==> src/rtl/brush_stroke_ctrl.sv <==
// Brush-side VRAM write sequencer: steps the cursor from the board buttons with
// hold-to-accelerate, and stamps a square brush around the cursor one pixel per cycle.
module brush_stroke_ctrl #(
    parameter int ACCEL_HOLD = 4,
    parameter int FAST_STEP  = 4
) (
    input  logic        CLK10HZ,
    input  logic        reset,
    input  logic        BTNU,
    input  logic        BTND,
    input  logic        BTNL,
    input  logic        BTNR,
    input  logic        draw,
    input  logic [1:0]  brush_size,
    input  logic [11:0] brush_colour,
    output logic [7:0]  cursor_x,
    output logic [7:0]  cursor_y,
    output logic        wr_en,
    output logic [7:0]  wr_x,
    output logic [7:0]  wr_y,
    output logic [11:0] wr_colour,
    output logic        busy
);

    localparam int HW = (ACCEL_HOLD < 1) ? 1 : $clog2(ACCEL_HOLD + 1);
    localparam logic [HW-1:0] HOLD_MAX  = HW'(ACCEL_HOLD);
    localparam logic [7:0]    FAST_STEP8 = 8'(FAST_STEP);

    typedef enum logic {IDLE, STAMP} state_t;

    state_t             state;
    logic [HW-1:0]      hold_cnt;
    logic               stamp_valid;
    logic [15:0]        last_stamp;
    logic [7:0]         cx, cy;
    logic [1:0]         r;
    logic [11:0]        col;
    logic signed [3:0]  dx, dy;

    // Offsets span -3..+3 around a 0..255 centre, so 10-bit signed sums never overflow.
    logic signed [9:0]  sum_x, sum_y;
    logic signed [3:0]  r_s;
    logic               in_range;
    logic               any_btn;
    logic               start;
    logic [7:0]         step;

    assign r_s      = $signed({2'b00, r});
    assign sum_x    = $signed({2'b00, cx}) + $signed({{6{dx[3]}}, dx});
    assign sum_y    = $signed({2'b00, cy}) + $signed({{6{dy[3]}}, dy});
    assign in_range = (sum_x[9:8] == 2'b00) && (sum_y[9:8] == 2'b00);
    assign any_btn  = BTNU | BTND | BTNL | BTNR;
    assign start    = draw && (!stamp_valid || ({cursor_x, cursor_y} != last_stamp));
    assign step     = (hold_cnt == HOLD_MAX) ? FAST_STEP8 : 8'd1;
    assign busy     = (state == STAMP);

    // Opposing buttons cancel; 8-bit arithmetic wraps the cursor around the canvas.
    function automatic logic [7:0] move(input logic [7:0] pos, input logic dec,
                                        input logic inc, input logic [7:0] amt);
        case ({dec, inc})
            2'b10:   return pos - amt;
            2'b01:   return pos + amt;
            default: return pos;
        endcase
    endfunction

    // NOTE: all state here is updated with <= so every branch sees pre-edge values.
    always_ff @(posedge CLK10HZ or posedge reset) begin
        if (reset) begin
            state       <= IDLE;
            cursor_x    <= 8'd128;
            cursor_y    <= 8'd128;
            hold_cnt    <= '0;
            stamp_valid <= 1'b0;
            last_stamp  <= '0;
            cx          <= '0;
            cy          <= '0;
            r           <= '0;
            col         <= '0;
            dx          <= '0;
            dy          <= '0;
            wr_en       <= 1'b0;
            wr_x        <= '0;
            wr_y        <= '0;
            wr_colour   <= '0;
        end else begin
            case (state)
                IDLE: begin
                    wr_en <= 1'b0;
                    if (start) begin
                        state <= STAMP;
                        cx    <= cursor_x;
                        cy    <= cursor_y;
                        r     <= brush_size;
                        col   <= brush_colour;
                        dx    <= -$signed({2'b00, brush_size});
                        dy    <= -$signed({2'b00, brush_size});
                    end else begin
                        cursor_x <= move(cursor_x, BTNL, BTNR, step);
                        cursor_y <= move(cursor_y, BTNU, BTND, step);
                        if (!any_btn)
                            hold_cnt <= '0;
                        else if (hold_cnt != HOLD_MAX)
                            hold_cnt <= hold_cnt + 1'b1;
                    end
                end
                STAMP: begin
                    wr_x      <= sum_x[7:0];
                    wr_y      <= sum_y[7:0];
                    wr_colour <= col;
                    wr_en     <= in_range;
                    if (dx == r_s) begin
                        dx <= -r_s;
                        if (dy == r_s) begin
                            state       <= IDLE;
                            last_stamp  <= {cx, cy};
                            stamp_valid <= 1'b1;
                        end else begin
                            dy <= dy + 4'sd1;
                        end
                    end else begin
                        dx <= dx + 4'sd1;
                    end
                end
                default: state <= IDLE;
            endcase
        end
    end

endmodule

==> config.mk <==
export PLATFORM = sky130hd
export DESIGN_NAME = brush_stroke_ctrl
export DESIGN_NICKNAME = d
export VERILOG_FILES = /design/src/rtl/brush_stroke_ctrl.sv
export SDC_FILE = /design/constraint.sdc
export NUM_CORES = 1
export LEC_CHECK = 0
export BUFFER_PORTS_ARGS = -buffer_cell sky130_fd_sc_hd__buf_2
export CORE_MARGIN = 8
export CORE_UTILIZATION = 53
export CTS_BUF_LIST = sky130_fd_sc_hd__clkbuf_8 sky130_fd_sc_hd__clkbuf_16
export DETAILED_ROUTE_END_ITERATION = 6
export GPL_TIMING_DRIVEN = 0
export PLACE_DENSITY = 0.76
export SLEW_MARGIN = 20
export SYNTH_ARGS = -nofsm -noshare
export SYNTH_HDL_FRONTEND = slang
export SYNTH_SLANG_ARGS = --single-unit
export TNS_END_PERCENT = 30
==> constraint.sdc <==
create_clock -name CLK10HZ -period 3.1 [get_ports CLK10HZ]
set_clock_uncertainty 0.15 [all_clocks]
set_input_delay 0.31 -clock CLK10HZ [delete_from_list [all_inputs] [get_ports CLK10HZ]]
set_output_delay 0.31 -clock CLK10HZ [all_outputs]
set_load 0.01 [all_outputs]
==> flow_metrics.py, run 1 <==
metrics = {
    "worst_setup_path": {
        "crit_path_start": "hold_cnt[0]",
        "rr_endpoint": "cursor_y[6]",
        "endpoint_kind": "flip-flop",
        "start_kind": "flip-flop",
        "cp.arrival_ps": 2960,
        "r2r_slack_ps": 240,
        "worstSetupPathType": "reg -> reg",
        "cp_max_fo": 6,
        "ff2ff_path_depth": 11,
        "cp.required_ps": 3200,
        "r2r_start": "hold_cnt[0]",
        "cp-endpoint": "cursor_y[6]",
    },
    "placed_design": {
        "hpwl_mm": 9.12,
        "placed_area_mm2": 0.00624,
        "dp.cells": 700,
        "place_congestion": 0.884,
        "place_ws_ps": 269,
        "io_buffers": 66,
    },
    "finish": {
        "postLayoutCellArea_mm2": 0.00645,
        "drive_gt1_share_pct": 28.8,
        "fin_cells": 719,
        "fin_nets": 644,
        "syn_to_final_growth_pct": 13.8,
        "final_cell_mix": "dfrtp_1, buf_2, mux2_2",
        "antenna_cells": 0,
        "final_common_cell": "dfrtp_1",
        "nFillCells": 845,
    },
    "floorplanning": {
        "core_mm2": 0.0104,
        "dieHeight_um": 119,
        "die_w_um": 119,
        "io_pins": 67,
        "rows": 37,
        "dieArea_mm2": 0.0143,
        "initial_core_util_pct": 54.7,
    },
    "timing": {
        "fin_tns_setup_ps": 0,
        "fmaxAchievable_mhz": 350,
        "slew_headroom_pct": 58.0,
        "slew_viol_final": 0,
        "period_share_pct": 92.2,
        "rsz0062_at_grt": "false",
        "hold_viol_final": 0,
        "period_minus_slack_ps": 2860,
        "setup_viol": 0,
        "worstMarginPinSlew_ps": 631,
        "fin_ws_ps": 242,
    },
    "synthesis": {
        "postSynthCellCount": 495,
        "synthArstFlopShare_pct": 100,
        "synth_cell_type_count": 53,
        "ys_ff_latch": 104,
        "synth_edf_count": 0,
        "synthFlopType": "dfrtp_1",
        "syn_avg_cell_area_um2": 11.5,
        "ys_seq_area_share_pct": 45.9,
        "yosysWarnings": 0,
        "synthesis.nets": 561,
        "netlist_area_mm2": 0.00567,
    },
    "clock_tree": {
        "cts_made_buffers": 9,
        "cts_root_buffer": "clkbuf_8",
        "postCtsSetupBuffers": 0,
        "cts_tree": "done",
        "cts_sinks": 104,
        "cts_resized": 0,
        "clk_pin_slew_ps": 110,
        "hold_buffers": 3,
        "clk_latency_ps": 360,
        "h-tree-depth": 3,
        "clockBufferDepth": 2,
    },
    "power_and_ir_drop": {
        "seq_power_share_pct": 57.2,
        "p_int_uw": 1790,
        "comb_power_share_pct": 9.7,
        "ir_drop_v": 0.000260,
        "switching_share_pct": 26.7,
        "clkPwrFrac_pct": 33.1,
        "power_density_mw_per_mm2": 378,
        "p_total_uw": 2440,
        "p_sw_uw": 652,
        "p_leak_uw": 0.00328,
    },
    "route": {
        "dr.pass1.iters": 4,
        "drt_wl_total_mm": 11.9,
        "wire_per_inst_um": 16.5,
        "via_count": 4026,
        "drc": 0,
        "vias_per_cell": 5.60,
        "drtIter0Drc": 163,
        "ant_nets": 0,
    },
    "worst_hold_path": {
        "hp-class": "in -> reg",
    },
    "status": {
        "outcome": "finished, final reports clean",
    },
    "flow_run": {
        "cap_violations": 0,
    },
    "grt": {
        "grt_overflow": 0,
        "grt_pass1_vias": 4236,
        "antenna_found_initial": 0,
        "grt_pass1_wl_mm": 20.5,
        "groute.usage.overall_pct": 17.4,
        "grt_max_degree": 36,
    },
}
[routing by layer]
| metal | global-route usage, % | part of all wire, % | up-vias |
|---|---|---|---|
| met5 | 0 | 0 | - |
| met4 | 6.40 | 1.5 | 0 |
| met1 | 22.3 | 45 | 1989 |
| li1 | - | - | 1933 |
| met3 | 2.65 | 3.7 | 16 |
| met2 | 29.3 | 50 | 88 |
[metrics by stage]
step / utilization (%) / hold WS [ps]
2_1_floorplan: - / 277
3_3_place_gp: 59.6 / 304
3_5_place_dp: 60.1 / 130
4_1_cts: 62.2 / 1.63
5_1_grt: 62.2 / 0.125
6_report: 62.2 / 21.4
[flip-flops by register name, indices dropped and copies added, names as in the netlist, 4 cells and up]
signal,cells
last_stamp,16
col,12
wr_colour,12
cursor_x,8
cursor_y,8
cx,8
cy,8
wr_x,8
wr_y,8
dx,4
dy,4
[power groups by stage]
stage	Combinational, uW	Sequential, uW	Clock [uW]
CTS	240	1390	832
floorplan	156	1420	0
finish	237	1390	808
global route	266	1400	888
global placement	216	1420	0
detailed placement	235	1420	0
[cell usage after synthesis (4+ instances only)]
cell type	instances	area [um^2]
dfrtp_1	102	2550
mux2_2	63	709
ha_1	41	513
nand2_1	30	113
nor2_1	26	97.6
xnor2_1	25	219
inv_1	23	86.3
xor2_1	22	193
a21oi_1	20	100
o21ai_0	18	90.1
nand3_1	17	85.1
nor3_1	9	45.0
mux2_1	8	90.1
clkbuf_1	7	26.3
o21a_1	5	37.5
a21o_1	4	30.0
and3_1	4	25.0
fa_1	4	80.1
o211ai_1	4	30.0
[cell type report]
| cell class | count | area, um^2 | share of cell area (%) |
|---|---|---|---|
| multi-input cells | 355 | 2910 | 45.0 |
| flip-flops and latches | 104 | 2610 | 40.4 |
| repair buffers | 72 | 420 | 6.51 |
| well taps | 136 | 170 | 2.64 |
| clock buffers | 9 | 124 | 1.92 |
| inverters | 23 | 90.1 | 1.40 |
| plain buffers | 13 | 75.1 | 1.16 |
| clock inverters | 7 | 65.1 | 1.01 |
[critical path, cell delays in order (launching register included)]
cell and delay (ps):
dfrtp_1 410, inv_1 80, ha_1 220, nand2_1 190, ha_1 270, fa_1 420
a21o_1 170, a21oi_1 240, o21bai_1 90, a21oi_1 170, xnor2_1 80, mux2_2 260
[worst min path at each step]
| stage | cells past startpoint | endpoint | slack [ps] | startpoint |
|---|---|---|---|---|
| 6_report | 2 | col[6] | 20 | brush_colour[6] |
| 5_1_grt | 2 | col[8] | 0.1 | brush_colour[8] |
| 4_1_cts | 2 | col[6] | 2 | brush_colour[6] |
| 3_5_place_dp | 2 | cursor_y[6] | 130 | reset |
| 3_3_place_gp | 1 | stamp_valid | 300 | stamp_valid |
| 2_1_floorplan | 2 | r[1] | 280 | brush_size[1] |
[logic make-up after synthesis]
kind of cell | Yosys count | synth area share (%)
buffers and inverters | 36 | 2.85
AOI/OAI and AO/OA | 75 | 8.63
and+or+nand+nor | 114 | 10.3
muxes | 74 | 14.6
DFF | 104 | 45.9
adders and majority gates | 45 | 10.5
xor gates and xnor gates | 47 | 7.26
(Power assumes the default switching activity.)
==> run 2, diff against run 1 <==
- CORE_ASPECT_RATIO: not set -> 0.7
- CORE_MARGIN: 8 -> 1.5
==> run 2 against run 1 <==
Sequential share of layout area down 0.68 points. Critical path depth is the same. Count of clock-buffer cells in the layout up 1. Clock power up 50%. Highest routed layer unchanged.
==> flow_metrics.py, run 2 (same netlist as run 1, synthesis figures left out) <==
metrics = {
    "timing": {
        "fmaxAchievable_mhz": 348,
        "period_share_pct": 92.7,
        "setup_viol": 0,
        "hold_slack_ps": 35.1,
        "rsz0062_at_grt": "false",
        "hold_viol_final": 0,
        "period_minus_slack_ps": 2880,
        "worstMarginPinSlew_ps": 636,
        "fin_tns_setup_ps": 0,
        "slew_viol_final": 0,
        "slew_headroom_pct": 57.6,
    },
    "power_and_ir_drop": {
        "ir_drop_v": 0.000231,
        "power_density_mw_per_mm2": 434,
        "p_total_uw": 2850,
        "p_leak_uw": 0.00335,
    },
    "floorplanning": {
        "core_mm2": 0.0104,
        "rows": 31,
        "io_pins": 67,
        "initial_core_util_pct": 54.6,
        "die_w_um": 127,
        "dieHeight_um": 89.6,
        "dieArea_mm2": 0.0113,
    },
    "worst_setup_path": {
        "slowest_delay_ps": 420,
        "cp.required_ps": 3190,
        "start_kind": "flip-flop",
        "worstSetupPathType": "reg -> reg",
        "r2r_slack_ps": 220,
        "cp.arrival_ps": 2960,
        "cp_max_fo": 6,
        "endpoint_kind": "flip-flop",
        "cp_slowest_cell": "dfrtp_1",
        "rr_endpoint": "cursor_x[6]",
        "crit_chain": "inv_1 -> ha_1 -> nand2_2 -> ha_1 -> fa_1 -> a21o_1 -> a21oi_1 -> o21bai_1 -> a21oi_1 -> xnor2_1 -> mux2_2",
        "ff2ff_path_depth": 11,
        "r2r_start": "hold_cnt[0]",
    },
    "route": {
        "routed-wl-met2_mm": 5.75,
        "dr.pass1.iters": 4,
        "wl_met3_um": 692,
        "drtIter0Drc": 254,
        "via_count": 4051,
        "vias_per_cell": 5.68,
        "drt_wl_total_mm": 12.4,
        "ant_nets": 0,
        "drc": 0,
        "dr.max_layer_used": "met4",
        "drt-met1-wl_mm": 5.75,
        "wire_per_inst_um": 17.4,
    },
    "status": {
        "outcome": "finished, final reports clean",
    },
    "finish": {
        "regMostFlops": "last_stamp",
        "seq_area_mm2": 0.00261,
        "antenna_cells": 0,
        "fin_nets": 642,
        "finish.utilization_pct": 63.2,
        "syn_to_final_growth_pct": 15.8,
        "nFillCells": 841,
        "multi_input_area_mm2": 0.00291,
        "final_cell_mix": "dfrtp_1, buf_2, mux2_2",
        "drive_gt1_share_pct": 28.6,
        "largest_reg_flops": 16,
        "final_common_cell": "dfrtp_1",
        "reg_top3": "last_stamp: 16 flops, col: 12 flops, wr_colour: 12 flops",
    },
    "clock_tree": {
        "cts_made_buffers": 9,
        "clockBufferDepth": 2,
        "clk_pin_slew_ps": 70,
        "cts_root_buffer": "clkbuf_16",
        "clk_latency_ps": 350,
        "cts_tree": "done",
        "h-tree-depth": 3,
        "cts_sinks": 104,
    },
    "placed_design": {
        "place_congestion": 0.908,
        "io_buffers": 66,
        "hpwl_mm": 9.24,
    },
    "worst_hold_path": {
        "hp-class": "in -> reg",
        "hold_start": "brush_colour[4]",
        "min_path_cells": 2,
        "hold-path-endpoint": "col[4]",
    },
    "grt": {
        "grt_overflow": 0,
        "grt_max_degree": 34,
        "antenna_found_initial": 0,
        "grt_pass1_wl_mm": 19.9,
        "groute.usage.overall_pct": 23.1,
        "grt_pass1_vias": 3993,
    },
    "flow_run": {
        "cap_violations": 0,
    },
}
## run 2: changes by cell type in the layout (fill, tap and decap cells not counted)
cell           change
clkbuf_16          +9
clkbuf_8           -8
clkinv_4           -4
inv_1              +3
bufinv_16          +2
dlygate4sd3_1      -2
inv_8              -2
buf_12             -1
buf_16             +1
clkinv_2           +1
clkinvlp_4         -1
nand2_1            -1
nand2_2            +1
## run 2: final cells by class
type,count,share of cell area (%)
timing repair buffer,70,6.21
clock buffer,10,3.64
multi-input combinational,355,44.3
sequential,104,39.7
tap,132,2.52
buffer,13,1.14
clock inverter,6,1.16
inverter,23,1.37
## run 2: worst max path at each step
stage / slack [ps] / end / cells past startpoint / startpoint
after floorplan: 540 / cursor_x[6] / 11 / hold_cnt[0]
after global placement: 320 / cursor_x[6] / 11 / hold_cnt[0]
after detailed placement: 210 / cursor_x[6] / 11 / hold_cnt[0]
after CTS: 180 / cursor_x[6] / 11 / hold_cnt[0]
after global routing: 60 / cursor_x[6] / 11 / hold_cnt[0]
final: 220 / cursor_x[6] / 11 / hold_cnt[0]
## run 2: layer usage
metal,global-route usage [%],up-vias
met1,31.7,2010
li1,-,1922
met2,37.3,101
met5,0,-
met4,7.52,0
met3,4.67,18
## run 2: report_power, final
part	internal, uW	switching [uW]	total, uW
combinational	107	131	238
sequential	1370	26.5	1400
clock	720	495	1210
total	2200	652	2850
## run 2: critical path, delay by kind of cell, from the launching register on
family	cells	cell delay, ps
buffers and inverters	1	90
xor gates and xnor gates	1	80
muxes	1	260
AOI/OAI and AO/OA	4	700
adders and majority gates	3	920
DFF	1	420
and+or+nand+nor	1	140
## run 2: what timing repair did
item                       4_1_cts  5_1_grt
gates resized for setup          0        1
hold endpoints to repair        21        0
hold buffers                     1        0
setup endpoints to repair        0        1
buffers inserted                 0        0
## run 2: stage by stage
stage | cell area [um^2] | worst slack (ps) | std cells
3_3_place_gp | 6170 | 323 | 693
5_1_grt | 6570 | 61.6 | 713
2_1_floorplan | 5680 | 544 | 495
3_5_place_dp | 6240 | 211 | 696
4_1_cts | 6560 | 176 | 713
6_report | 6570 | 225 | 713
